**src/rtl/hdr_tone_map_if.sv**
```systemverilog
// Pixel-side bundle of the HDR tone mapper: log-radiance in, RGB565 out.
// With TM_STATS_EN defined, the latched frame statistics are carried too.
interface hdr_tone_map_if #(parameter int N = 12);
  logic [N-1:0] lE_red, lE_green, lE_blue;
  logic         hdr_done, frame_end;
  logic [4:0]   red_out, blue_out;
  logic [5:0]   green_out;
  logic         tm_valid, busy;
`ifdef TM_STATS_EN
  logic [N-1:0] stat_min, stat_max;
  logic         stat_valid;

  modport master (output lE_red, lE_green, lE_blue, hdr_done, frame_end,
                  input  red_out, green_out, blue_out, tm_valid, busy,
                         stat_min, stat_max, stat_valid);
  modport slave  (input  lE_red, lE_green, lE_blue, hdr_done, frame_end,
                  output red_out, green_out, blue_out, tm_valid, busy,
                         stat_min, stat_max, stat_valid);
`else
  modport master (output lE_red, lE_green, lE_blue, hdr_done, frame_end,
                  input  red_out, green_out, blue_out, tm_valid, busy);
  modport slave  (input  lE_red, lE_green, lE_blue, hdr_done, frame_end,
                  output red_out, green_out, blue_out, tm_valid, busy);
`endif
endinterface

```
**src/rtl/hdr_tone_map.sv**
```systemverilog
// hdr_tone_map: normalises Q4.8 log-radiance against the previous frame's min/max -> RGB565.
// Optional TM_STATS_EN exposes the latched frame min/max with a one-cycle stat_valid strobe.

module hdr_tm_lane #(
  parameter int N     = 12,
  parameter int FP    = 8,
  parameter int DIV_W = 17,
  parameter int OW    = 5
) (
  input  logic             clk,
  input  logic             rst,
  input  logic             load_s1,
  input  logic             load_out,
  input  logic [N-1:0]     le,
  input  logic [N-1:0]     act_min,
  input  logic [DIV_W-1:0] scale,
  input  logic             flat,
  output logic [OW-1:0]    out
);
  localparam int PW = N + DIV_W;

  logic [N-1:0]  d_q;
  logic [PW-1:0] p, qo;
  logic [OW-1:0] out_c;

  always_ff @(posedge clk)
    if (rst)          d_q <= '0;
    else if (load_s1) d_q <= (le < act_min) ? '0 : le - act_min;

  assign p = {{DIV_W{1'b0}}, d_q} * {{N{1'b0}}, scale};
  // Shifting straight to the output width: saturation of the 8-bit norm
  // is the same test as any bit set above the OW-bit field.
  assign qo = p >> (FP + 8 - OW);

  always_comb begin
    if (flat)                out_c = {1'b1, {(OW-1){1'b0}}};
    else if (|qo[PW-1:OW])   out_c = '1;
    else                     out_c = qo[OW-1:0];
  end

  always_ff @(posedge clk)
    if (rst)           out <= '0;
    else if (load_out) out <= out_c;
endmodule

module hdr_tone_map #(
  parameter int N     = 12,
  parameter int FP    = 8,
  parameter int DIV_W = 17
) (
  input  logic          clk,
  input  logic          rst,
  hdr_tone_map_if.slave io
);
  localparam int NL     = 3;
  localparam int STAGES = 1;   // vld_pipe[0] = S1 valid, vld_pipe[STAGES] = tm_valid
  localparam int CW     = $clog2(DIV_W);

  typedef enum logic [1:0] {IDLE, DIVIDE, UPDATE} state_t;
  state_t state_q, state_d;

  logic                    busy, upd, accept;
  logic [STAGES:0]         vld_pipe;
  logic [NL-1:0][N-1:0]    le;
  logic [N-1:0]            px_min, px_max, m_min, m_max;
  logic [N-1:0]            run_min, run_max, lat_min, lat_max, act_min;
  logic                    run_cnt, m_cnt, lat_flat, act_flat, s1_flat;
  logic [DIV_W-1:0]        act_scale, s1_scale, quo, dvd;
  logic [N-1:0]            rem;
  logic [N:0]              rem_sh, range_w;
  logic                    ge;
  logic [CW-1:0]           div_cnt;

  assign le = {io.lE_blue, io.lE_green, io.lE_red};

  // Frame stats are shared across channels so colour balance is preserved.
  always_comb begin
    px_min = le[0];
    px_max = le[0];
    for (int i = 1; i < NL; i++) begin
      if (le[i] < px_min) px_min = le[i];
      if (le[i] > px_max) px_max = le[i];
    end
    m_min = (io.hdr_done && px_min < run_min) ? px_min : run_min;
    m_max = (io.hdr_done && px_max > run_max) ? px_max : run_max;
    m_cnt = run_cnt | io.hdr_done;
  end

  assign accept = (state_q == IDLE) && io.frame_end;

  // FSM: state register
  always_ff @(posedge clk)
    if (rst) state_q <= IDLE;
    else     state_q <= state_d;

  // FSM: next state
  always_comb begin
    state_d = state_q;
    case (state_q)
      IDLE:    if (io.frame_end && m_cnt) state_d = (m_min == m_max) ? UPDATE : DIVIDE;
      DIVIDE:  if (div_cnt == CW'(DIV_W-1)) state_d = UPDATE;
      UPDATE:  state_d = IDLE;
      default: state_d = IDLE;
    endcase
  end

  // FSM: outputs
  always_comb begin
    busy = 1'b0;
    upd  = 1'b0;
    case (state_q)
      DIVIDE:  busy = 1'b1;
      UPDATE:  begin busy = 1'b1; upd = 1'b1; end
      default: ;
    endcase
  end

  // Running stats; a frame_end ignored while busy leaves them to merge into the next frame.
  always_ff @(posedge clk)
    if (rst || accept) begin
      run_min <= '1;
      run_max <= '0;
      run_cnt <= 1'b0;
    end else if (io.hdr_done) begin
      run_min <= m_min;
      run_max <= m_max;
      run_cnt <= 1'b1;
    end

  always_ff @(posedge clk)
    if (rst) begin
      lat_min  <= '0;
      lat_max  <= '0;
      lat_flat <= 1'b0;
    end else if (accept && m_cnt) begin
      lat_min  <= m_min;
      lat_max  <= m_max;
      lat_flat <= (m_min == m_max);
    end

  // Restoring divide of 2^16 by the range, one quotient bit per DIVIDE cycle.
  assign range_w = {1'b0, lat_max - lat_min};
  assign rem_sh  = {rem, dvd[DIV_W-1]};
  assign ge      = (rem_sh >= range_w);

  always_ff @(posedge clk)
    if (rst) begin
      rem     <= '0;
      quo     <= '0;
      dvd     <= '0;
      div_cnt <= '0;
    end else if (accept) begin
      rem     <= '0;
      quo     <= '0;
      dvd     <= {1'b1, {(DIV_W-1){1'b0}}};
      div_cnt <= '0;
    end else if (state_q == DIVIDE) begin
      rem     <= ge ? N'(rem_sh - range_w) : N'(rem_sh);
      quo     <= {quo[DIV_W-2:0], ge};
      dvd     <= dvd << 1;
      div_cnt <= div_cnt + 1'b1;
    end

  always_ff @(posedge clk)
    if (rst) begin
      act_min   <= '0;
      act_scale <= DIV_W'(16);
      act_flat  <= 1'b0;
    end else if (upd) begin
      act_min   <= lat_min;
      if (!lat_flat) act_scale <= quo;
      act_flat  <= lat_flat;
    end

  // Scale/flat travel with the pixel so S2 never mixes an old and new set.
  always_ff @(posedge clk)
    if (rst) begin
      s1_scale <= DIV_W'(16);
      s1_flat  <= 1'b0;
    end else if (io.hdr_done) begin
      s1_scale <= act_scale;
      s1_flat  <= act_flat;
    end

  always_ff @(posedge clk)
    if (rst) vld_pipe <= '0;
    else     vld_pipe <= {vld_pipe[STAGES-1:0], io.hdr_done};

  for (genvar g = 0; g < NL; g++) begin : g_lane
    localparam int OW = (g == 1) ? 6 : 5;
    logic [OW-1:0] lane_out;

    hdr_tm_lane #(.N(N), .FP(FP), .DIV_W(DIV_W), .OW(OW)) u_lane (
      .clk      (clk),
      .rst      (rst),
      .load_s1  (io.hdr_done),
      .load_out (vld_pipe[0]),
      .le       (le[g]),
      .act_min  (act_min),
      .scale    (s1_scale),
      .flat     (s1_flat),
      .out      (lane_out)
    );

    if (g == 0)      begin : g_r assign io.red_out   = lane_out; end
    else if (g == 1) begin : g_g assign io.green_out = lane_out; end
    else             begin : g_b assign io.blue_out  = lane_out; end
  end

  assign io.tm_valid = vld_pipe[STAGES];
  assign io.busy     = busy;

`ifdef TM_STATS_EN
  logic [N-1:0] stat_min_q, stat_max_q;
  logic         stat_valid_q;

  // Registered together so the strobe and the values it qualifies line up.
  always_ff @(posedge clk)
    if (rst) begin
      stat_min_q   <= '0;
      stat_max_q   <= '0;
      stat_valid_q <= 1'b0;
    end else begin
      stat_valid_q <= upd;
      if (upd) begin
        stat_min_q <= lat_min;
        stat_max_q <= lat_max;
      end
    end

  assign io.stat_min   = stat_min_q;
  assign io.stat_max   = stat_max_q;
  assign io.stat_valid = stat_valid_q;
`endif
endmodule

```
**src/flat_wrapper.sv**
```systemverilog
// flat-port wrapper written by rule: the top's interface ports become plain ports
module hdr_tone_map_flat 
#(
  parameter int N     = 12,
  parameter int FP    = 8,
  parameter int DIV_W = 17
)
  (clk, rst, io_lE_red, io_lE_green, io_lE_blue, io_hdr_done, io_frame_end, io_red_out, io_green_out, io_blue_out, io_tm_valid, io_busy);
  hdr_tone_map_if #(.N(N)) io_i ();
  input  logic clk;
  input  logic rst;
  input wire logic [$bits(io_i.lE_red)-1:0] io_lE_red;
  input wire logic [$bits(io_i.lE_green)-1:0] io_lE_green;
  input wire logic [$bits(io_i.lE_blue)-1:0] io_lE_blue;
  input wire logic [$bits(io_i.hdr_done)-1:0] io_hdr_done;
  input wire logic [$bits(io_i.frame_end)-1:0] io_frame_end;
  output wire logic [$bits(io_i.red_out)-1:0] io_red_out;
  output wire logic [$bits(io_i.green_out)-1:0] io_green_out;
  output wire logic [$bits(io_i.blue_out)-1:0] io_blue_out;
  output wire logic [$bits(io_i.tm_valid)-1:0] io_tm_valid;
  output wire logic [$bits(io_i.busy)-1:0] io_busy;
  assign io_i.lE_red = io_lE_red;
  assign io_i.lE_green = io_lE_green;
  assign io_i.lE_blue = io_lE_blue;
  assign io_i.hdr_done = io_hdr_done;
  assign io_i.frame_end = io_frame_end;
  assign io_red_out = io_i.red_out;
  assign io_green_out = io_i.green_out;
  assign io_blue_out = io_i.blue_out;
  assign io_tm_valid = io_i.tm_valid;
  assign io_busy = io_i.busy;
  hdr_tone_map #(.N(N), .FP(FP), .DIV_W(DIV_W)) u_core (.clk(clk), .rst(rst), .io(io_i));
endmodule
```
**config.mk**
```make
export PLATFORM = sky130hd
export DESIGN_NAME = hdr_tone_map_flat
export DESIGN_NICKNAME = d
export VERILOG_FILES = /design/src/rtl/hdr_tone_map_if.sv /design/src/rtl/hdr_tone_map.sv /design/src/flat_wrapper.sv
export SDC_FILE = /design/constraint.sdc
export NUM_CORES = 2
export LEC_CHECK = 0
export ABC_AREA = 1
export CORE_UTILIZATION = 30
export CTS_CLUSTER_SIZE = 25
export DETAILED_ROUTE_END_ITERATION = 6
export PLACE_DENSITY = 0.53
export REMOVE_ABC_BUFFERS = 1
export SYNTH_ARGS = -nofsm -noshare
export SYNTH_HDL_FRONTEND = slang
export SYNTH_SLANG_ARGS = --single-unit
export TNS_END_PERCENT = 50
```
**constraint.sdc**
```tcl
create_clock -name clk -period 11.9 [get_ports clk]
set_input_delay 3.57 -clock clk [delete_from_list [all_inputs] [get_ports clk]]
set_output_delay 3.57 -clock clk [all_outputs]
set_load 0.1 [all_outputs]
```
==> summary.txt <==
Status
  – Outcome: complete, no violations

Power and ir drop
  – Leak Pwr: between 15 and 20 nW
  – Pwr Total: roughly 2.9 mW
  – Power Dens Cells: slightly below 90 nW/um^2
  – Maximum vdd drop: approximately 150 uV

Setup path
  – Kind of cell adding the most delay to the critical path: simple AND/OR/NAND/NOR gates
  – Worst EP required: around 12 ns
  – CP Max Fanout: 24
  – Crit path DAT: around 11 ns
  – Startpoint Class: primary input
  – CP Class: primary input to flop
  – Worst path bufs/invs: 9
  – CP max-delay cell: nand2_1
  – Top cell by count, worst path: nand2_1
  – Crit end category: flop
  – CP peak stage delay: approximately 0.77 ns

Die
  – FP Rows: roughly 120
  – # IOs: 58
  – Die span in y: between 300 and 400 um
  – Initial core utilization: 0.304
  – Core Footprint: slightly above 100000 sq um
  – Die X: ~320 um
  – Die area: approximately 100000 sq um

GRT
  – Pin count of the biggest net entering global routing: between 50 and 60
  – Initial antenna violation count: 7
  – GRT overflow: 0
  – First-pass GRT wire length: 141000 um
  – Vias in the first global route: 25.7k
  – Gr usage total: 0.175

Yosys
  – Synth Register Bits: 189
  – Ys Warns: 0
  – Most frequent cell after synthesis: inv_1
  – Synth cell count leaders: inv_1 (1063), nand2_1 (1018), fa_1 (452), ha_1 (311), a21oi_1 (237)
  – Synth cell types: 55
  – Synth top area share: 0.296
  – Syn Inst Count: roughly 4.2k
  – Mean Syn Cell Area: between 7 and 8 sq um
  – Synth area leader: fa_1
  – Sequential area share after synthesis: 0.124
  – Top_reg_cell synth: dfxtp_1
  – Post-Syn Area: just over 30000 sq um
  – Top post-synthesis cells by area: fa_1 (30%), inv_1 (13%), ha_1 (13%)
  – EDFF count, synth: 0
  – Async set-reset flop share out of synthesis: 0

Clock tree
  – Deepest clock path buffer count: 2
  – Setup bufs post-CTS: 0
  – H-tree Lvls: 4
  – TritonCTS buffer count: 17
  – Clk Latency, worst-skew pair: approximately 0.50 ns
  – # hold bufs at CTS: 0
  – Resized Gates After CTS: 0
  – Sink Count: ~190
  – Root Driver: clkbuf_16
  – CTS tree: done
  – Clk pin slew, worst setup/hold paths: about 0.090 ns

STA
  – Fmax achieved: 0.0938 GHz
  – Unrepaired setup endpoints after global routing: no
  – Max-slew violation count: 0
  – Final Skew: 0.0214 ns
  – Period Utilization, post-route: 0.896
  – TNS Setup: 0 ns
  – Post-route minimum period: 10.67 ns
  – Worst slew margin: 0.283
  – Worst Tran Pin Value: 1.07 ns
  – Final hold violation count: 0
  – Count of final setup violators: 0

Placed design
  – Final HPWL DP: just under 70000 um
  – IO Port Bufs: 57
  – GPL Wtd Cong: about 0.90
  – Placed cells: ~5.4k

Layout
  – Layout area overhead: 8.22%
  – Share of layout cells above drive strength 1: 0.0310
  – NumNets Final: 4914
  – Finished Layout Cells: 5485

Drt
  – Routed WL: around 87000 um
  – Drt via density: about 4.6
  – Initial drt markers: around 1.4k
  – Routed length per instance: ~16 um
  – First-pass iteration count of the detailed router: 5
  – Drc violations: 0
  – Via count: ~25k
  – Routed Antenna Nets: 0

Worst hold path
  – Worst hold path type: flop to flop

Flow run
  – Max Cap Viol: 0
kinds of logic (layout without fill, tap and decap cells):
group | after synthesis | count (layout) | share of synthesized area
other | 0 | 4 | 0
and+or+nand+nor | 1386 | 1386 | 0.182
DFF | 189 | 189 | 0.124
xor gates and xnor gates | 71 | 71 | 0.0203
buffers and inverters | 1262 | 1205 | 0.156
adders and majority gates | 763 | 763 | 0.423
AOI/OAI and AO/OA | 510 | 510 | 0.0952
worst min-delay path, delay by kind of cell, from the launching register on:
family           cells  cell delay [ns]
and+or+nand+nor      2             0.10
DFF                  1             0.32
final cells by class:
| cell class | count | area, sq um |
|---|---|---|
| tap | 1357 | 1700 |
| timing repair buffer | 104 | 918 |
| inverter | 1069 | 4010 |
| clock inverter | 15 | 213 |
| multi-input combinational | 2730 | 22100 |
| antenna | 4 | 10.0 |
| sequential | 189 | 3780 |
| clock buffer | 17 | 425 |
| fill | 10900 | 67500 |
per-layer routing:
layer | share of wire | global-route usage | routed length, um | up-vias
met4 | 0.027 | 0.0548 | 2330 | 0
met2 | 0.48 | 0.298 | 41600 | 409
met1 | 0.46 | 0.233 | 40300 | 12300
met3 | 0.031 | 0.0171 | 2730 | 87
li1 | - | - | - | 12400
met5 | 0 | 0 | 0 | -
metrics by stage:
step           utilization  hold WS [ns]  setup slack (ns)  area, sq um
3_3_place_gp         0.323         0.441              1.03        32500
2_1_floorplan            -         0.414              2.58        29800
4_1_cts              0.329         0.454              1.41        33100
6_report             0.329         0.459              1.23        33100
3_5_place_dp         0.323         0.434             0.880        32500
5_1_grt              0.329         0.483             0.515        33100
final timing paths:
check                      start                             end  slack, ns  cells past startpoint
min reg2reg  u_core.act_scale[1]              u_core.s1_scale[1]       0.46                      2
max                 io_lE_red[7]               u_core.state_q[0]       1.23                     40
min          u_core.act_scale[1]              u_core.s1_scale[1]       0.46                      2
max reg2reg   u_core.s1_scale[8]  u_core.g_lane[1].u_lane.out[4]       4.72                     27
layout by cell type, fill, tap and decap left out, drive strengths merged, types with 3 or more instances in the layout:
cell and instances:
inv 1074, nand2 1032, fa 452, ha 311, a21oi 239, dfxtp 189, nor2 184, o21ai 158
nand3 107, clkdlybuf4s50 56, buf 48, xor2 37, xnor2 34, nand4 25, o211ai 22, clkbuf 17
a31oi 15, a22o 14, o21bai 13, nor3 12, a32o 11, a21o 10, or2 10, o31ai 9
clkinv 8, nor4 7, nand3b 6, diode 4, o21a 4, a2111oi 4, o311ai 3
flip-flops by register name, indices dropped and copies added, names as in the netlist:
signal / count
u_core.g_lane.u_lane.d_q: 36
u_core.act_scale: 17
u_core.quo: 17
u_core.s1_scale: 17
u_core.g_lane.u_lane.out: 16
u_core.act_min: 12
u_core.lat_max: 12
u_core.lat_min: 12
u_core.rem: 12
u_core.run_max: 12
u_core.run_min: 12
u_core.div_cnt: 5
u_core.state_q: 2
u_core.vld_pipe: 2
u_core.act_flat: 1
u_core.dvd: 1
u_core.lat_flat: 1
u_core.run_cnt: 1
u_core.s1_flat: 1
power by group:
group          internal, mW  leakage (nW)  total (mW)  switching, mW
Clock                 0.308         0.305       0.632          0.324
Sequential            0.709          1.54       0.855          0.145
Combinational         0.466          15.8        1.39          0.924
No activity file was read; power rests on OpenSTA's default activity.
